$ cat config.mk
export PLATFORM = sky130hd
export DESIGN_NAME = ysyx_22050243_store_unit
export DESIGN_NICKNAME = d
export VERILOG_FILES = /design/src/rtl/ysyx_22050243_store_unit.sv
export SDC_FILE = /design/constraint.sdc
export NUM_CORES = 1
export LEC_CHECK = 0
export CORE_UTILIZATION = 44
export CTS_BUF_LIST = sky130_fd_sc_hd__clkbuf_16
export CTS_CLUSTER_SIZE = 16
export DETAILED_ROUTE_END_ITERATION = 10
export GPL_TIMING_DRIVEN = 0
export PLACE_DENSITY = 0.84
export SYNTH_ARGS = -nofsm -noshare
export SYNTH_HDL_FRONTEND = slang
export SYNTH_SLANG_ARGS = --single-unit
$ cat constraint.sdc
create_clock -name clk -period 6.9 [get_ports clk]
set_clock_uncertainty 0.05 [all_clocks]
set_input_delay 2.07 -clock clk [delete_from_list [all_inputs] [get_ports clk]]
set_output_delay 2.07 -clock clk [all_outputs]
set_load 0.02 [all_outputs]
$ cat src/rtl/ysyx_22050243_store_unit.sv
// ysyx_22050243_store_unit
// MEM-stage store path: decodes SB/SH/SW/SD, lane-aligns the store data,
// builds the byte strobe, rejects misaligned or unknown stores, and runs a
// single valid/ready write plus write-response exchange with data memory.
// Completion is reported as a one-cycle done pulse with an error qualifier.
// Only WIDTH=64 is meaningful: the lane math assumes an 8-byte bus.

module ysyx_22050243_store_unit #(
  parameter int WIDTH   = 64,
  parameter int TIMEOUT = 256
) (
  input  logic             clk,
  input  logic             rst,
  input  logic             req_valid,
  output logic             req_ready,
  input  logic [WIDTH-1:0] req_addr,
  input  logic [2:0]       req_funct3,
  input  logic [WIDTH-1:0] req_wdata,
  output logic             bus_wvalid,
  input  logic             bus_wready,
  output logic [WIDTH-1:0] bus_waddr,
  output logic [WIDTH-1:0] bus_wdata,
  output logic [7:0]       bus_wstrb,
  input  logic             bus_bvalid,
  input  logic             bus_bresp,
  output logic             done_valid,
  output logic             done_err,
  output logic             busy
);

  typedef enum logic [1:0] {
    IDLE  = 2'd0,
    WREQ  = 2'd1,
    WRESP = 2'd2,
    DONE  = 2'd3
  } state_t;

  // The counter only has to reach TIMEOUT-1; keep at least one bit so the
  // declaration stays legal when the timeout is disabled or tiny.
  localparam int          CW     = (TIMEOUT > 2) ? $clog2(TIMEOUT) : 1;
  localparam int          LAST_I = (TIMEOUT == 0) ? 0 : TIMEOUT - 1;
  localparam logic [CW-1:0] LAST = CW'(LAST_I);

  state_t state;
  state_t state_next;

  logic [2:0]       off;
  logic [7:0]       strb_dec;
  logic             err_dec;
  logic [WIDTH-1:0] wdata_dec;
  logic [WIDTH-1:0] waddr_dec;

  logic [WIDTH-1:0] waddr_q;
  logic [WIDTH-1:0] wdata_q;
  logic [7:0]       wstrb_q;
  logic             err_q;
  logic [CW-1:0]    cnt;
  logic             timeout_hit;

  assign off       = req_addr[2:0];
  assign waddr_dec = {req_addr[WIDTH-1:3], 3'b000};
  assign wdata_dec = req_wdata << {off, 3'b000};

  // Decode the access size into a strobe and flag unknown or misaligned stores.
  always_comb begin
    strb_dec = 8'h00;
    err_dec  = 1'b0;
    case (req_funct3)
      3'b000: begin
        strb_dec = 8'h01 << off;
      end
      3'b001: begin
        strb_dec = 8'h03 << off;
        err_dec  = off[0];
      end
      3'b010: begin
        strb_dec = 8'h0F << off;
        err_dec  = |off[1:0];
      end
      3'b011: begin
        strb_dec = 8'hFF;
        err_dec  = |off;
      end
      default: begin
        strb_dec = 8'h00;
        err_dec  = 1'b1;
      end
    endcase
  end

  // The response wait expires on the cycle the counter sits at TIMEOUT-1.
  assign timeout_hit = (TIMEOUT != 0) && (cnt == LAST);

  // State register; reset abandons any in-flight write immediately.
  always_ff @(posedge clk or posedge rst) begin
    if (rst) begin
      state <= IDLE;
    end else begin
      state <= state_next;
    end
  end

  // Next-state logic; bvalid is checked before the timeout so it wins a tie.
  always_comb begin
    state_next = state;
    case (state)
      IDLE: begin
        if (req_valid) begin
          state_next = err_dec ? DONE : WREQ;
        end
      end
      WREQ: begin
        if (bus_wready) begin
          state_next = WRESP;
        end
      end
      WRESP: begin
        if (bus_bvalid || timeout_hit) begin
          state_next = DONE;
        end
      end
      DONE: begin
        state_next = IDLE;
      end
      default: begin
        state_next = IDLE;
      end
    endcase
  end

  // Capture the lane-aligned request on accept and track the response wait.
  always_ff @(posedge clk or posedge rst) begin
    if (rst) begin
      waddr_q <= '0;
      wdata_q <= '0;
      wstrb_q <= 8'h00;
      err_q   <= 1'b0;
      cnt     <= '0;
    end else begin
      case (state)
        IDLE: begin
          if (req_valid) begin
            waddr_q <= waddr_dec;
            wdata_q <= wdata_dec;
            wstrb_q <= strb_dec;
            err_q   <= err_dec;
            cnt     <= '0;
          end
        end
        WRESP: begin
          if (bus_bvalid) begin
            err_q <= bus_bresp;
            cnt   <= '0;
          end else if (timeout_hit) begin
            err_q <= 1'b1;
            cnt   <= '0;
          end else begin
            cnt <= cnt + CW'(1);
          end
        end
        default: begin
          cnt <= '0;
        end
      endcase
    end
  end

  // Handshake outputs are decoded from state alone, so nothing on req_*
  // reaches the bus side combinationally.
  always_comb begin
    req_ready  = (state == IDLE);
    busy       = (state != IDLE);
    bus_wvalid = (state == WREQ);
    done_valid = (state == DONE);
    done_err   = (state == DONE) && err_q;
    bus_waddr  = waddr_q;
    bus_wdata  = wdata_q;
    bus_wstrb  = wstrb_q;
  end

endmodule

# After elaboration in Yosys (flattened, before gate mapping)
# Cells that the tools add are included.
word_totals:
  word_cells: 48
  mem_count: 0
  in_bits: 137
  latch_bits: 0
  romBits: 0
  regBits: 144
  mem_bits_rw: 0
classes:
  n_shift: 4
  n_mul: 0
  add_sub_neg: 1
  n_reduce_logical: 11
  n_mux: 15
  bitwise: 0
  eq_ne: 11
  n_div: 0
  n_lt_le_gt_ge: 0
op_table:
  columns: ["op", "n"]
  rows:
  - ["64-bit by 6-bit left shift with 64-bit output", 1]
  - ["8-bit one-hot mux with 4 select lines", 1]
  - ["8-bit 2-to-1 mux", 3]
  - ["8-bit one-hot mux with 2 select lines", 1]
  - ["8-bit by 1-bit adder with 8-bit output, second input constant", 1]
  - ["8-bit equality test, second input constant", 1]
  - ["2-bit 2-to-1 mux", 4]
  - ["2-bit one-hot mux with 4 select lines", 1]
  - ["1-bit by 3-bit left shift with 8-bit output, first input constant", 1]
  - ["2-bit by 3-bit left shift with 8-bit output, first input constant", 1]
  - ["4-bit by 3-bit left shift with 8-bit output, first input constant", 1]
  - ["3-bit by 2-bit equality test with 1-bit output, second input constant", 2]
  - ["3-bit AND reduction", 2]
  - ["2-bit equality test, second input constant", 2]
  - ["2-bit inequality test, second input constant", 2]
  - ["1-bit one-hot mux with 4 select lines", 1]
  - ["2-bit nonzero test", 2]
  - ["3-bit by 1-bit equality test with 1-bit output, second input constant", 1]
  - ["3-bit logical NOT", 1]
  - ["1-bit 2-to-1 mux", 3]
  - ["3-bit inequality test, second input constant", 1]
  - ["3-bit OR reduction", 1]
  - ["2-bit by 1-bit equality test with 1-bit output, second input constant", 1]
  - ["2-bit logical NOT", 1]
  - ["6 further kinds", 6]

# Longest topological paths before layout
depth:
  depth_word: 5
  mapped_depth: 9

# Worst setup path before layout
# Ideal clock, no wire load.
synth_timing:
  path_type: "in2reg"
  startpoint: "in req_addr[0]"
  endpoint: "reg wdata_q[48], in the netlist bus_wdata[48]"
  cell_stages: 5
  required_ns: 6.718
  path_buffers: 2
  setup_time_ns: 0.132
  arrival_ns: 3.009
  slack_ns: 3.709
  path_cell_list: "buf_6 -> buf_12 -> mux4_2 -> mux2i_1 -> o21ai_1"
synth_between:
  elab_chain_cells: 1
synth_lines:
  columns: ["item", "line", "source"]
  rows:
  - ["start, declared", "16", "input logic [WIDTH-1:0] req_addr,"]
  - ["64-bit by 6-bit left shift with 64-bit output", "62", "assign wdata_dec = req_wdata << {off, 3'b000};"]
  - ["end signal, assigned", "144", "wdata_q <= wdata_dec;"]
  - ["end, declared", "54", "logic [WIDTH-1:0] wdata_q;"]
# Every way passes these cells.
# A chain may end at the register's enable or synchronous reset.

# Final worst setup path
layout_timing:
  startpoint: "reg state[0]"
  endpoint: "out busy"
layout_between:
  elab_chain_cells: 1
layout_lines:
  columns: ["item", "line", "source"]
  rows:
  - ["start, declared", "44", "state_t state;"]
  - ["start signal, assigned", "99", "state <= state_next;"]
  - ["2-bit nonzero test", "172", "busy = (state != IDLE);"]
  - ["end, declared", "28", "output logic busy"]
# Every way passes these cells.

==> flow_metrics.env <==
export IMPL_grt_pass1_vias=6376
export IMPL_place_ws_ns=2.918
export IMPL_place_port_buffers=270
export IMPL_area_growth_pct=50.03
export IMPL_synth_fa_ha_area_frac=0.008721
export IMPL_core_um2=15890
export IMPL_clk_path_buf_depth=2
export IMPL_via_count=6433
export IMPL_synthMuxAreaShare=0.1920
export IMPL_crit_arrival_ns=1.99
export IMPL_netlist_instances=636
export IMPL_cts_post_setup_buffers_inserted=0
export IMPL_synth_edf_count=0
export IMPL_drive_above_1_share=0.1679
export IMPL_utilization=0.6775
export IMPL_cts_clk_slew_worst_paths_ns=0.06
export IMPL_fp_dieArea_um2=16820
export IMPL_syn_area_um2=7173
export IMPL_rrSetupSlack_ns=4.59
export IMPL_ant_nets=0
export IMPL_hold_viol_final=0
export IMPL_drv_slew=0
export IMPL_path_class="flop to primary output"
export IMPL_cts_tree="yes"
export IMPL_mostFrequentLayoutCell="clkdlybuf4s50_1"
export IMPL_synth_compound_area_frac=0.1563
export IMPL_chipWidth_um=129.7
export IMPL_rsz0062_at_grt="no"
export IMPL_hold_buffers=0
export IMPL_hp_start="bus_wdata[15]"
export IMPL_ys_warn_count=0
export IMPL_ir_drop_mv=0.1982
export IMPL_maxCapViolCount=0
export IMPL_setup_ws_ns=2.793
export IMPL_hp_class="flop to flop"
export IMPL_pwr_density_cell_nw_per_um2=415.3
export IMPL_ys_flop_type="dfrtp_1"
export IMPL_grt_pass1_wl_um=36040
export IMPL_num_io_pins=278
export IMPL_ys_ff_latch=144
export IMPL_avgSynthCellArea_um2=11.28
export IMPL_worstHoldPathCells=2
export IMPL_async_reset_ff_frac=1.000
export IMPL_antenna_found_initial=2
export IMPL_ys_types=50
export IMPL_insertion_delay_ns=0.43
export IMPL_p_leak_nw=4.586
export IMPL_rows=46
export IMPL_synthXorXnorAreaFrac=0.006105
export IMPL_die_h_um=129.7
export IMPL_worst_slew_pin_slew_ns=0.7070
export IMPL_routabilityCongestion=0.9591
export IMPL_cts_sinks=144
export IMPL_crit_required_ns=4.78
export IMPL_r2r_end="bus_wdata[33]"
export IMPL_drc_errors=0
export IMPL_fmax_mhz=243.5
export IMPL_vias_per_cell=5.555
export IMPL_post_cts_resized=0
export IMPL_finalSetupViolCount=0
export IMPL_fin_crit_sh=0.5953
export IMPL_path_cells="inv_1 -> ha_1 -> buf_4 -> inv_1 -> clkdlybuf4s50_1"
export IMPL_fin_crit_ns=4.107
export IMPL_drt_first_pass_iters=5
export IMPL_grt_overflow=0
export IMPL_finish_net_count=1070
export IMPL_start_kind="flop"
export IMPL_r2r_start="state[0]"
export IMPL_grt_max_degree=78
export IMPL_hold_path_endpoint="bus_wdata[15]"
export IMPL_post_dp_hpwl_um=18200
export IMPL_slew_headroom=0.5287
export IMPL_grt_usage=0.2921
export IMPL_seq_area_frac_synth=0.5024
export IMPL_critPathMostFrequentCell="inv_1"
export IMPL_start_util=0.4516
export IMPL_status="finished clean"
export IMPL_dr_first_iter_drc_count=612
export IMPL_final_area_um2=10760
export IMPL_ff2ff_path_depth=8
export IMPL_critPathCaptureType="primary output"
export IMPL_htreeDepth=4
export IMPL_path_max_fanout=9
export IMPL_place_area_um2=10190
export IMPL_wl_um=24410
export IMPL_layout_common_cells="270 x clkdlybuf4s50_1, 144 x dfrtp_1, 80 x nand2_1"
export IMPL_cp_slowest_cell="clkdlybuf4s50_1"
export IMPL_wl_per_cell_um=21.08
export IMPL_critPathMaxStageDelay_ns=0.59
export IMPL_synthSimpleGateAreaFrac=0.08355
export IMPL_cts_buffers=17
export IMPL_cts_root_buf="clkbuf_16"
export IMPL_power_mw=4.469
export IMPL_fin_hold_ws_ns=0.4309
export IMPL_synth_top_family_by_area="multiplexers"
-- worst max-delay path, delay by kind of cell, from the launching register on --
family / cells / cell delay [ns]
flip-flops: 1 / 0.40
buffers and inverters: 4 / 0.94
adder cells (fa/ha/maj): 1 / 0.22
-- report_power, final --
part	switching (mW)	internal, mW	leakage, nW
registers	0.207	1.22	1.81
logic	1.08	1.07	2.50
clock network	0.393	0.506	0.274
-- sequential cells by signal (all words and copies together) (netlist names) --
signal,cells
bus_waddr,61
bus_wdata,64
bus_wstrb,8
cnt,8
err_q,1
state,2
-- final cells by class --
cell class                      count  area, um2
Antenna cell                        1      2.502
Buffer                             52      320.3
Clock buffer                       17      425.4
Clock inverter                     15      147.6
Fill cell                        1226       5124
Inverter                           11      46.29
Multi-Input combinational cell    431       3216
Sequential cell                   144       3603
Tap cell                          216      270.3
Timing Repair Buffer              271       2730
-- kinds of logic (layout without fill, tap and decap cells) --
group	Yosys count	after routing
compound gates	165	165
flops	144	144
simple gates	134	134
mux	119	119
buf+inv	63	366
fa+ha+maj	5	5
xor+xnor	5	5
other cells	1	4
-- through the flow --
step                TNS (ns)  instances
floorplan                  0        638
global placement     -145.66       1124
detailed placement         0       1125
CTS                        0       1157
global route               0       1158
finish                     0       1158
-- Yosys cell counts, types with 3 or more instances --
cell,n,share of area
buf_6,6,0.0094
a21oi_1,14,0.0098
a211oi_1,25,0.026
nor2_2,4,0.0035
xor2_1,4,0.0049
nor2b_1,18,0.016
o31ai_1,3,0.0031
o22a_1,8,0.0098
mux2i_1,42,0.059
dfrtp_1,144,0.50
inv_1,11,0.0058
buf_2,23,0.016
a22o_1,27,0.033
clkbuf_1,13,0.0068
nand2_1,80,0.042
ha_1,5,0.0087
o21ai_0,33,0.023
mux2_2,69,0.11
o31a_1,8,0.0098
buf_4,6,0.0063
nor2_1,19,0.0099
o21ai_1,32,0.022
mux4_2,8,0.025
-- how the worst max path moves through the flow --
stage	cells after the start	to	startpoint	slack [ns]
finish	5	busy	state[0]	2.79
global route	5	busy	state[0]	2.73
CTS	5	busy	state[0]	2.78
detailed placement	6	bus_wdata[32]	req_valid	2.92
global placement	2	bus_wdata[49]	rst	-1.02
floorplan	1	bus_waddr[10]	rst	0.91
-- layer usage --
layer	track usage	up-vias	share of wire
met3	0.08712	64	0.11
met5	0	-	0.00037
li1	-	2887	-
met1	0.3647	3082	0.39
met4	0.1334	2	0.033
met2	0.4671	398	0.47
No activity file was read; power rests on OpenSTA's default activity.
